===== src/rtl/id_ex_if.sv =====
// Decode-to-execute bundle: decoded instruction in, registered EX view, stall and perf counters out.
// The stage binds to the slave modport; the driving side (decode/bench) uses master.
interface id_ex_if #(
  parameter int unsigned XLEN  = 32,
  parameter int unsigned CNT_W = 16
);
  logic             id_valid_i;
  logic             id_branch_i;
  logic             id_memread_i;
  logic             id_memtoreg_i;
  logic             id_memwrite_i;
  logic             id_alusrc_i;
  logic             id_regwrite_i;
  logic [3:0]       id_aluop_i;
  logic [XLEN-1:0]  id_pc_i;
  logic [XLEN-1:0]  id_rs1_data_i;
  logic [XLEN-1:0]  id_rs2_data_i;
  logic [XLEN-1:0]  id_imm_i;
  logic [4:0]       id_rs1_i;
  logic [4:0]       id_rs2_i;
  logic [4:0]       id_rd_i;
  logic             id_uses_rs1_i;
  logic             id_uses_rs2_i;
  logic             flush_i;
  logic             ex_hold_i;

  logic             ex_valid_o;
  logic             ex_branch_o;
  logic             ex_memread_o;
  logic             ex_memtoreg_o;
  logic             ex_memwrite_o;
  logic             ex_alusrc_o;
  logic             ex_regwrite_o;
  logic [3:0]       ex_aluop_o;
  logic [XLEN-1:0]  ex_pc_o;
  logic [XLEN-1:0]  ex_rs1_data_o;
  logic [XLEN-1:0]  ex_rs2_data_o;
  logic [XLEN-1:0]  ex_imm_o;
  logic [4:0]       ex_rs1_o;
  logic [4:0]       ex_rs2_o;
  logic [4:0]       ex_rd_o;
  logic             id_stall_o;
  logic [CNT_W-1:0] bubble_cnt_o;
  logic [CNT_W-1:0] flush_cnt_o;

  modport slave (
    input  id_valid_i, id_branch_i, id_memread_i, id_memtoreg_i, id_memwrite_i, id_alusrc_i,
           id_regwrite_i, id_aluop_i, id_pc_i, id_rs1_data_i, id_rs2_data_i, id_imm_i,
           id_rs1_i, id_rs2_i, id_rd_i, id_uses_rs1_i, id_uses_rs2_i, flush_i, ex_hold_i,
    output ex_valid_o, ex_branch_o, ex_memread_o, ex_memtoreg_o, ex_memwrite_o, ex_alusrc_o,
           ex_regwrite_o, ex_aluop_o, ex_pc_o, ex_rs1_data_o, ex_rs2_data_o, ex_imm_o,
           ex_rs1_o, ex_rs2_o, ex_rd_o, id_stall_o, bubble_cnt_o, flush_cnt_o
  );

  modport master (
    output id_valid_i, id_branch_i, id_memread_i, id_memtoreg_i, id_memwrite_i, id_alusrc_i,
           id_regwrite_i, id_aluop_i, id_pc_i, id_rs1_data_i, id_rs2_data_i, id_imm_i,
           id_rs1_i, id_rs2_i, id_rd_i, id_uses_rs1_i, id_uses_rs2_i, flush_i, ex_hold_i,
    input  ex_valid_o, ex_branch_o, ex_memread_o, ex_memtoreg_o, ex_memwrite_o, ex_alusrc_o,
           ex_regwrite_o, ex_aluop_o, ex_pc_o, ex_rs1_data_o, ex_rs2_data_o, ex_imm_o,
           ex_rs1_o, ex_rs2_o, ex_rd_o, id_stall_o, bubble_cnt_o, flush_cnt_o
  );
endinterface


===== src/rtl/id_ex_stage.sv =====
// ID/EX pipeline register with load-use bubble insertion, flush, EX hold and
// saturating bubble/flush performance counters.
module id_ex_stage #(
  parameter int unsigned XLEN  = 32,
  parameter int unsigned CNT_W = 16
) (
  input  logic  clk_i,
  input  logic  rst_ni,
  id_ex_if.slave bus
);

  typedef struct packed {
    logic            valid;
    logic            branch;
    logic            memread;
    logic            memtoreg;
    logic            memwrite;
    logic            alusrc;
    logic            regwrite;
    logic [3:0]      aluop;
    logic [XLEN-1:0] pc;
    logic [XLEN-1:0] rs1_data;
    logic [XLEN-1:0] rs2_data;
    logic [XLEN-1:0] imm;
    logic [4:0]      rs1;
    logic [4:0]      rs2;
    logic [4:0]      rd;
  } ex_t;

  ex_t              ex_q, ex_d, id_pkt;
  logic [CNT_W-1:0] bubble_cnt_q, bubble_cnt_d;
  logic [CNT_W-1:0] flush_cnt_q, flush_cnt_d;
  logic             hz;
  logic             rs1_match, rs2_match;

  assign rs1_match = bus.id_uses_rs1_i && (bus.id_rs1_i == ex_q.rd);
  assign rs2_match = bus.id_uses_rs2_i && (bus.id_rs2_i == ex_q.rd);
  assign hz = ex_q.valid && ex_q.memread && (ex_q.rd != 5'd0) && (rs1_match || rs2_match) &&
              bus.id_valid_i;

  assign bus.id_stall_o = !bus.flush_i && (hz || bus.ex_hold_i);

  always_comb begin
    // A non-valid decode slot still loads, but with every control bit cleared.
    id_pkt          = '0;
    id_pkt.valid    = bus.id_valid_i;
    id_pkt.branch   = bus.id_valid_i & bus.id_branch_i;
    id_pkt.memread  = bus.id_valid_i & bus.id_memread_i;
    id_pkt.memtoreg = bus.id_valid_i & bus.id_memtoreg_i;
    id_pkt.memwrite = bus.id_valid_i & bus.id_memwrite_i;
    id_pkt.alusrc   = bus.id_valid_i & bus.id_alusrc_i;
    id_pkt.regwrite = bus.id_valid_i & bus.id_regwrite_i;
    id_pkt.aluop    = bus.id_valid_i ? bus.id_aluop_i : 4'd0;
    id_pkt.pc       = bus.id_pc_i;
    id_pkt.rs1_data = bus.id_rs1_data_i;
    id_pkt.rs2_data = bus.id_rs2_data_i;
    id_pkt.imm      = bus.id_imm_i;
    id_pkt.rs1      = bus.id_rs1_i;
    id_pkt.rs2      = bus.id_rs2_i;
    id_pkt.rd       = bus.id_rd_i;
  end

  always_comb begin
    ex_d         = ex_q;
    bubble_cnt_d = bubble_cnt_q;
    flush_cnt_d  = flush_cnt_q;
    if (bus.flush_i) begin
      ex_d = '0;
      if (flush_cnt_q != '1) flush_cnt_d = flush_cnt_q + 1'b1;
    end else if (bus.ex_hold_i) begin
      ex_d = ex_q;
    end else if (hz) begin
      ex_d = '0;
      if (bubble_cnt_q != '1) bubble_cnt_d = bubble_cnt_q + 1'b1;
    end else begin
      ex_d = id_pkt;
    end
  end

  always_ff @(posedge clk_i or negedge rst_ni) begin
    if (!rst_ni) begin
      ex_q         <= '0;
      bubble_cnt_q <= '0;
      flush_cnt_q  <= '0;
    end else begin
      ex_q         <= ex_d;
      bubble_cnt_q <= bubble_cnt_d;
      flush_cnt_q  <= flush_cnt_d;
    end
  end

  assign bus.ex_valid_o    = ex_q.valid;
  assign bus.ex_branch_o   = ex_q.branch;
  assign bus.ex_memread_o  = ex_q.memread;
  assign bus.ex_memtoreg_o = ex_q.memtoreg;
  assign bus.ex_memwrite_o = ex_q.memwrite;
  assign bus.ex_alusrc_o   = ex_q.alusrc;
  assign bus.ex_regwrite_o = ex_q.regwrite;
  assign bus.ex_aluop_o    = ex_q.aluop;
  assign bus.ex_pc_o       = ex_q.pc;
  assign bus.ex_rs1_data_o = ex_q.rs1_data;
  assign bus.ex_rs2_data_o = ex_q.rs2_data;
  assign bus.ex_imm_o      = ex_q.imm;
  assign bus.ex_rs1_o      = ex_q.rs1;
  assign bus.ex_rs2_o      = ex_q.rs2;
  assign bus.ex_rd_o       = ex_q.rd;
  assign bus.bubble_cnt_o  = bubble_cnt_q;
  assign bus.flush_cnt_o   = flush_cnt_q;

endmodule


===== src/flat_wrapper.sv =====
// flat-port wrapper written by rule: the top's interface ports become plain ports
module id_ex_stage_flat 
#(
  parameter int unsigned XLEN  = 32,
  parameter int unsigned CNT_W = 16
)
  (clk_i, rst_ni, bus_id_valid_i, bus_id_branch_i, bus_id_memread_i, bus_id_memtoreg_i, bus_id_memwrite_i, bus_id_alusrc_i, bus_id_regwrite_i, bus_id_aluop_i, bus_id_pc_i, bus_id_rs1_data_i, bus_id_rs2_data_i, bus_id_imm_i, bus_id_rs1_i, bus_id_rs2_i, bus_id_rd_i, bus_id_uses_rs1_i, bus_id_uses_rs2_i, bus_flush_i, bus_ex_hold_i, bus_ex_valid_o, bus_ex_branch_o, bus_ex_memread_o, bus_ex_memtoreg_o, bus_ex_memwrite_o, bus_ex_alusrc_o, bus_ex_regwrite_o, bus_ex_aluop_o, bus_ex_pc_o, bus_ex_rs1_data_o, bus_ex_rs2_data_o, bus_ex_imm_o, bus_ex_rs1_o, bus_ex_rs2_o, bus_ex_rd_o, bus_id_stall_o, bus_bubble_cnt_o, bus_flush_cnt_o);
  id_ex_if #(.XLEN(XLEN), .CNT_W(CNT_W)) bus_i ();
  input  logic clk_i;
  input  logic rst_ni;
  input wire logic [$bits(bus_i.id_valid_i)-1:0] bus_id_valid_i;
  input wire logic [$bits(bus_i.id_branch_i)-1:0] bus_id_branch_i;
  input wire logic [$bits(bus_i.id_memread_i)-1:0] bus_id_memread_i;
  input wire logic [$bits(bus_i.id_memtoreg_i)-1:0] bus_id_memtoreg_i;
  input wire logic [$bits(bus_i.id_memwrite_i)-1:0] bus_id_memwrite_i;
  input wire logic [$bits(bus_i.id_alusrc_i)-1:0] bus_id_alusrc_i;
  input wire logic [$bits(bus_i.id_regwrite_i)-1:0] bus_id_regwrite_i;
  input wire logic [$bits(bus_i.id_aluop_i)-1:0] bus_id_aluop_i;
  input wire logic [$bits(bus_i.id_pc_i)-1:0] bus_id_pc_i;
  input wire logic [$bits(bus_i.id_rs1_data_i)-1:0] bus_id_rs1_data_i;
  input wire logic [$bits(bus_i.id_rs2_data_i)-1:0] bus_id_rs2_data_i;
  input wire logic [$bits(bus_i.id_imm_i)-1:0] bus_id_imm_i;
  input wire logic [$bits(bus_i.id_rs1_i)-1:0] bus_id_rs1_i;
  input wire logic [$bits(bus_i.id_rs2_i)-1:0] bus_id_rs2_i;
  input wire logic [$bits(bus_i.id_rd_i)-1:0] bus_id_rd_i;
  input wire logic [$bits(bus_i.id_uses_rs1_i)-1:0] bus_id_uses_rs1_i;
  input wire logic [$bits(bus_i.id_uses_rs2_i)-1:0] bus_id_uses_rs2_i;
  input wire logic [$bits(bus_i.flush_i)-1:0] bus_flush_i;
  input wire logic [$bits(bus_i.ex_hold_i)-1:0] bus_ex_hold_i;
  output wire logic [$bits(bus_i.ex_valid_o)-1:0] bus_ex_valid_o;
  output wire logic [$bits(bus_i.ex_branch_o)-1:0] bus_ex_branch_o;
  output wire logic [$bits(bus_i.ex_memread_o)-1:0] bus_ex_memread_o;
  output wire logic [$bits(bus_i.ex_memtoreg_o)-1:0] bus_ex_memtoreg_o;
  output wire logic [$bits(bus_i.ex_memwrite_o)-1:0] bus_ex_memwrite_o;
  output wire logic [$bits(bus_i.ex_alusrc_o)-1:0] bus_ex_alusrc_o;
  output wire logic [$bits(bus_i.ex_regwrite_o)-1:0] bus_ex_regwrite_o;
  output wire logic [$bits(bus_i.ex_aluop_o)-1:0] bus_ex_aluop_o;
  output wire logic [$bits(bus_i.ex_pc_o)-1:0] bus_ex_pc_o;
  output wire logic [$bits(bus_i.ex_rs1_data_o)-1:0] bus_ex_rs1_data_o;
  output wire logic [$bits(bus_i.ex_rs2_data_o)-1:0] bus_ex_rs2_data_o;
  output wire logic [$bits(bus_i.ex_imm_o)-1:0] bus_ex_imm_o;
  output wire logic [$bits(bus_i.ex_rs1_o)-1:0] bus_ex_rs1_o;
  output wire logic [$bits(bus_i.ex_rs2_o)-1:0] bus_ex_rs2_o;
  output wire logic [$bits(bus_i.ex_rd_o)-1:0] bus_ex_rd_o;
  output wire logic [$bits(bus_i.id_stall_o)-1:0] bus_id_stall_o;
  output wire logic [$bits(bus_i.bubble_cnt_o)-1:0] bus_bubble_cnt_o;
  output wire logic [$bits(bus_i.flush_cnt_o)-1:0] bus_flush_cnt_o;
  assign bus_i.id_valid_i = bus_id_valid_i;
  assign bus_i.id_branch_i = bus_id_branch_i;
  assign bus_i.id_memread_i = bus_id_memread_i;
  assign bus_i.id_memtoreg_i = bus_id_memtoreg_i;
  assign bus_i.id_memwrite_i = bus_id_memwrite_i;
  assign bus_i.id_alusrc_i = bus_id_alusrc_i;
  assign bus_i.id_regwrite_i = bus_id_regwrite_i;
  assign bus_i.id_aluop_i = bus_id_aluop_i;
  assign bus_i.id_pc_i = bus_id_pc_i;
  assign bus_i.id_rs1_data_i = bus_id_rs1_data_i;
  assign bus_i.id_rs2_data_i = bus_id_rs2_data_i;
  assign bus_i.id_imm_i = bus_id_imm_i;
  assign bus_i.id_rs1_i = bus_id_rs1_i;
  assign bus_i.id_rs2_i = bus_id_rs2_i;
  assign bus_i.id_rd_i = bus_id_rd_i;
  assign bus_i.id_uses_rs1_i = bus_id_uses_rs1_i;
  assign bus_i.id_uses_rs2_i = bus_id_uses_rs2_i;
  assign bus_i.flush_i = bus_flush_i;
  assign bus_i.ex_hold_i = bus_ex_hold_i;
  assign bus_ex_valid_o = bus_i.ex_valid_o;
  assign bus_ex_branch_o = bus_i.ex_branch_o;
  assign bus_ex_memread_o = bus_i.ex_memread_o;
  assign bus_ex_memtoreg_o = bus_i.ex_memtoreg_o;
  assign bus_ex_memwrite_o = bus_i.ex_memwrite_o;
  assign bus_ex_alusrc_o = bus_i.ex_alusrc_o;
  assign bus_ex_regwrite_o = bus_i.ex_regwrite_o;
  assign bus_ex_aluop_o = bus_i.ex_aluop_o;
  assign bus_ex_pc_o = bus_i.ex_pc_o;
  assign bus_ex_rs1_data_o = bus_i.ex_rs1_data_o;
  assign bus_ex_rs2_data_o = bus_i.ex_rs2_data_o;
  assign bus_ex_imm_o = bus_i.ex_imm_o;
  assign bus_ex_rs1_o = bus_i.ex_rs1_o;
  assign bus_ex_rs2_o = bus_i.ex_rs2_o;
  assign bus_ex_rd_o = bus_i.ex_rd_o;
  assign bus_id_stall_o = bus_i.id_stall_o;
  assign bus_bubble_cnt_o = bus_i.bubble_cnt_o;
  assign bus_flush_cnt_o = bus_i.flush_cnt_o;
  id_ex_stage #(.XLEN(XLEN), .CNT_W(CNT_W)) u_core (.clk_i(clk_i), .rst_ni(rst_ni), .bus(bus_i));
endmodule

===== config.mk =====
export PLATFORM = sky130hd
export DESIGN_NAME = id_ex_stage_flat
export DESIGN_NICKNAME = d
export VERILOG_FILES = /design/src/rtl/id_ex_if.sv /design/src/rtl/id_ex_stage.sv /design/src/flat_wrapper.sv
export SDC_FILE = /design/constraint.sdc
export NUM_CORES = 1
export LEC_CHECK = 0
export ABC_AREA = 1
export CORE_MARGIN = 8
export CORE_UTILIZATION = 43
export CTS_CLUSTER_SIZE = 20
export DETAILED_ROUTE_END_ITERATION = 16
export MAX_ROUTING_LAYER = met4
export PLACE_DENSITY = 0.8
export SLEW_MARGIN = 20
export SYNTH_ARGS = -nofsm -noshare
export SYNTH_HDL_FRONTEND = slang
export SYNTH_SLANG_ARGS = --single-unit

===== constraint.sdc =====
create_clock -name clk_i -period 1.7 [get_ports clk_i]
set_input_delay 0.17 -clock clk_i [delete_from_list [all_inputs] [get_ports clk_i]]
set_output_delay 0.17 -clock clk_i [all_outputs]
set_load 0.03 [all_outputs]

==> metrics.md, run 1 <==
| Metric | Value |
|---|---|
| Pwr per Cell Area | 816.5 nW/um2 |
| Switching fraction of total power | 32.04% |
| Worst-Skew Late Latency | 440 ps |
| Crit path max fanout | 4 |
| Dpl ws | -387.0 ps |
| Worst path max stage delay | 400 ps |
| Wire per inst | 19.82 um |
| Clock Tree Root | clkbuf_16 |
| Yosys warnings | 0 |
| CP arrival | 1780 ps |
| Die area | 24290 um2 |
| Top cell by count, worst path | nand2_1 |
| Flop2flop setup slack | -180 ps |
| Die width | 155.8 um |
| Net Sw Power | 3.662 mW |
| WP data required | 1530 ps |
| Final setup fails | 152 |
| Worst-margin pin slew | 420.0 ps |
| DRT antenna net count | 0 |
| Initial Util | 43.49% |
| Final setup TNS | -17870 ps |
| Sequential share of power | 43.0% |
| CTS tree | done |
| Hold Fails Final Rpt | 0 |
| Slowest cell on crit path | dfrtp_2 |
| Die height | 155.8 um |
| # IOs | 347 |
| Worst Setup Path Type | reg2out |
| CP delay by family, top | simple AND/OR/NAND/NOR gates |
| Internal Pwr Total | 7.768 mW |
| CP Buf/Inv Count | 2 |
| Post-Syn Nets | 1162 |
| Register area share after synthesis | 55.35% |
| Clk sinks | 186 |
| Setup Skew | 9.943 ps |
| Worst Hold Margin | 194.1 ps |
| RePlAce Congestion | 0.8950 |
| Peak supply drop | 0.0006578 V |
| Total GRT Usage | 26.46% |
| Leak | 7.612 nW |
| Routed vias | 8823 |
| Register-to-Register Path Depth | 13 |
| Hold WC Path Type | in2async |
| Clock transition at path regs | 80 ps |
| Logic pwr share | 22.5% |
| Core ar. | 19330 um2 |
| Layout net count | 1539 |
| Post-synthesis register bit count | 186 |
| Violated checks | negative setup slack |
| Area growth, synth to finish | 66.48% |
| Critical-path cell list | inv_2 > nand2_1 > nand2_1 > nor2_2 > nand3_1 > nand2_2 > nand3_4 > o21ai_4 > buf_6 |
| Most frequent cells in the layout | nand3_1, clkdlybuf4s50_1, nand2_1 |
| Max-cap violations | 0 |
| Total wire length | 32.83 mm |
| Syn Inst Count | 1000 |
| Worst reg2reg path endpoint | u_core.bus.bubble_cnt_o[12]$_DFFE_PN0P_ |
| Max Slew Vio Count | 0 |
| Fin crit share | 114.8% |
| Outcome | finished with violations |
| Initial antenna violation count | 1 |
| First-pass GRT wire length | 48.97 mm |
| # DRC | 0 |
| Multi-input gate area | 3423 um2 |
| Vias in the first global route | 8620 |
| Clock power share | 34.5% |
| Unrepaired setup endpoints after global routing | true |
| Layout cells sized above 1 | 12.88% |
| Vias per cell | 5.328 |
| Yosys cell types | 25 |
| Final min period | 1952 ps |
| Syn avg cell area | 8.409 um2 |
| Clk buf depth | 2 |
| H-tree depth | 4 |
| Final HPWL DP | 21.29 mm |
| Most common cell after layout, fill and taps aside | nand3_1 |
| Largest net degree at the start of global routing | 87 |
| Max-slew headroom | 72.00% |
| Peak Freq | 512.4 MHz |
| Total grt overflow | 0 |
| Final setup margin | -251.5 ps |
| Crit start category | register |
| Port buffer count | 346 |
| Mapped cell area | 8409 um2 |
| R2R Path Start | u_core.bus.ex_rd_o[4]$_DFFE_PN0P_ |
| DRT iter0 DRCs | 798 |
| CTS Buf Count | 17 |
| Register area | 4666 um2 |
| Fillers | 1434 |
| DR pass1 iterations | 7 |
| CP Capture Type | output port |
| Row count | 51 |
-- per-layer routing --
metal / global-route usage [%] / wire length, um / part of all wire [%] / vias to the layer above
met5: - / 0 / 0 / -
met4: 9.935 / 864 / 2.6 / 0
met3: 5.762 / 2394 / 7.3 / 51
met2: 42.61 / 16610 / 51 / 409
met1: 32.19 / 12960 / 39 / 4293
li1: - / - / - / 4070
-- stage by stage --
stage	power, mW	cells	cell area (um2)	utilization [%]
after floorplan	6.116	1000	8429	-
after CTS	11.43	1639	13450	69.55
after global routing	11.87	1656	14000	72.41
after detailed placement	7.545	1588	12460	64.47
after global placement	7.490	1588	12460	64.47
final	11.43	1656	14000	72.41
-- power by group through the flow --
stage / combinational [mW] / clock, mW / sequential [mW]
global route: 2.75 / 4.18 / 4.94
detailed placement: 2.57 / 0 / 4.98
floorplan: 0.574 / 0 / 5.54
finish: 2.57 / 3.94 / 4.91
global placement: 2.52 / 0 / 4.97
CTS: 2.54 / 3.99 / 4.90
-- worst max path at each step --
stage	to	from	slack [ps]	cells past startpoint
after floorplan	bus_id_stall_o	u_core.bus.ex_rd_o[0]$_DFFE_PN0P_	-60	9
after global placement	u_core.bus.ex_imm_o[21]$_DFFE_PN0P_	bus_id_rs1_i[4]	-370	11
after detailed placement	u_core.bus.ex_imm_o[21]$_DFFE_PN0P_	bus_id_rs1_i[4]	-390	11
after CTS	bus_id_stall_o	u_core.bus.ex_rd_o[2]$_DFFE_PN0P_	-280	8
after global routing	bus_id_stall_o	u_core.bus.ex_rd_o[4]$_DFFE_PN0P_	-330	9
final	bus_id_stall_o	u_core.bus.ex_rd_o[4]$_DFFE_PN0P_	-250	9
-- layout make-up --
type	instances	share of cell area [%]
sequential	186	33.33
inverter	72	1.984
antenna	1	0.01787
multi-input combinational	672	24.45
tap	265	2.368
clock inverter	14	1.081
clock buffer	18	3.066
timing repair buffer	428	33.70
-- state kept, by name, summed over array words and instances (netlist names) --
signal	flops
u_core.bus.bubble_cnt_o	16
u_core.bus.ex_aluop_o	4
u_core.bus.ex_alusrc_o	1
u_core.bus.ex_branch_o	1
u_core.bus.ex_imm_o	32
u_core.bus.ex_memread_o	1
u_core.bus.ex_memtoreg_o	1
u_core.bus.ex_memwrite_o	1
u_core.bus.ex_pc_o	32
u_core.bus.ex_rd_o	5
u_core.bus.ex_regwrite_o	1
u_core.bus.ex_rs1_data_o	32
u_core.bus.ex_rs1_o	5
u_core.bus.ex_rs2_data_o	32
u_core.bus.ex_rs2_o	5
u_core.bus.ex_valid_o	1
u_core.bus.flush_cnt_o	16
-- cells by family after synthesis --
kind of cell	synth area share, %
xor gates and xnor gates	1.562
AOI/OAI and AO/OA	2.857
DFF	55.35
buffers and inverters	6.621
adders and majority gates	0.2975
and+or+nand+nor	33.31
-- cell usage after synthesis, drive strengths merged --
cell	number	area, um2
clkinv	1	3.750
and2	1	6.260
o21bai	16	120.1
nand3	327	1649
o21ai	24	120.1
clkbuf	48	180.2
xnor2	2	17.52
nand4	6	37.54
buf	22	106.4
inv	71	266.5
dfrtp	186	4654
xor2	13	113.9
ha	2	25.02
nor4	1	6.260
nand2	239	902.1
nor2	25	108.9
nor3	16	91.34
-- repair_timing --
action | 4_1_cts | 5_1_grt
gates cloned | 10 | 5
resized for setup | 62 | 115
setup endpoints to repair | 199 | 240
setup buffers | 9 | 12
hold buffers | 1 | 0
endpoints found under the hold margin | 91 | 0
pin swaps | 7 | 23
(Power assumes the default switching activity.)
==> inputs of run 2 (changes only) <==
Settings changed: SLEW_MARGIN 20 to default.
==> results of run 2 <==
No change in the layout: final DEF, timing and power equal those of run 1.
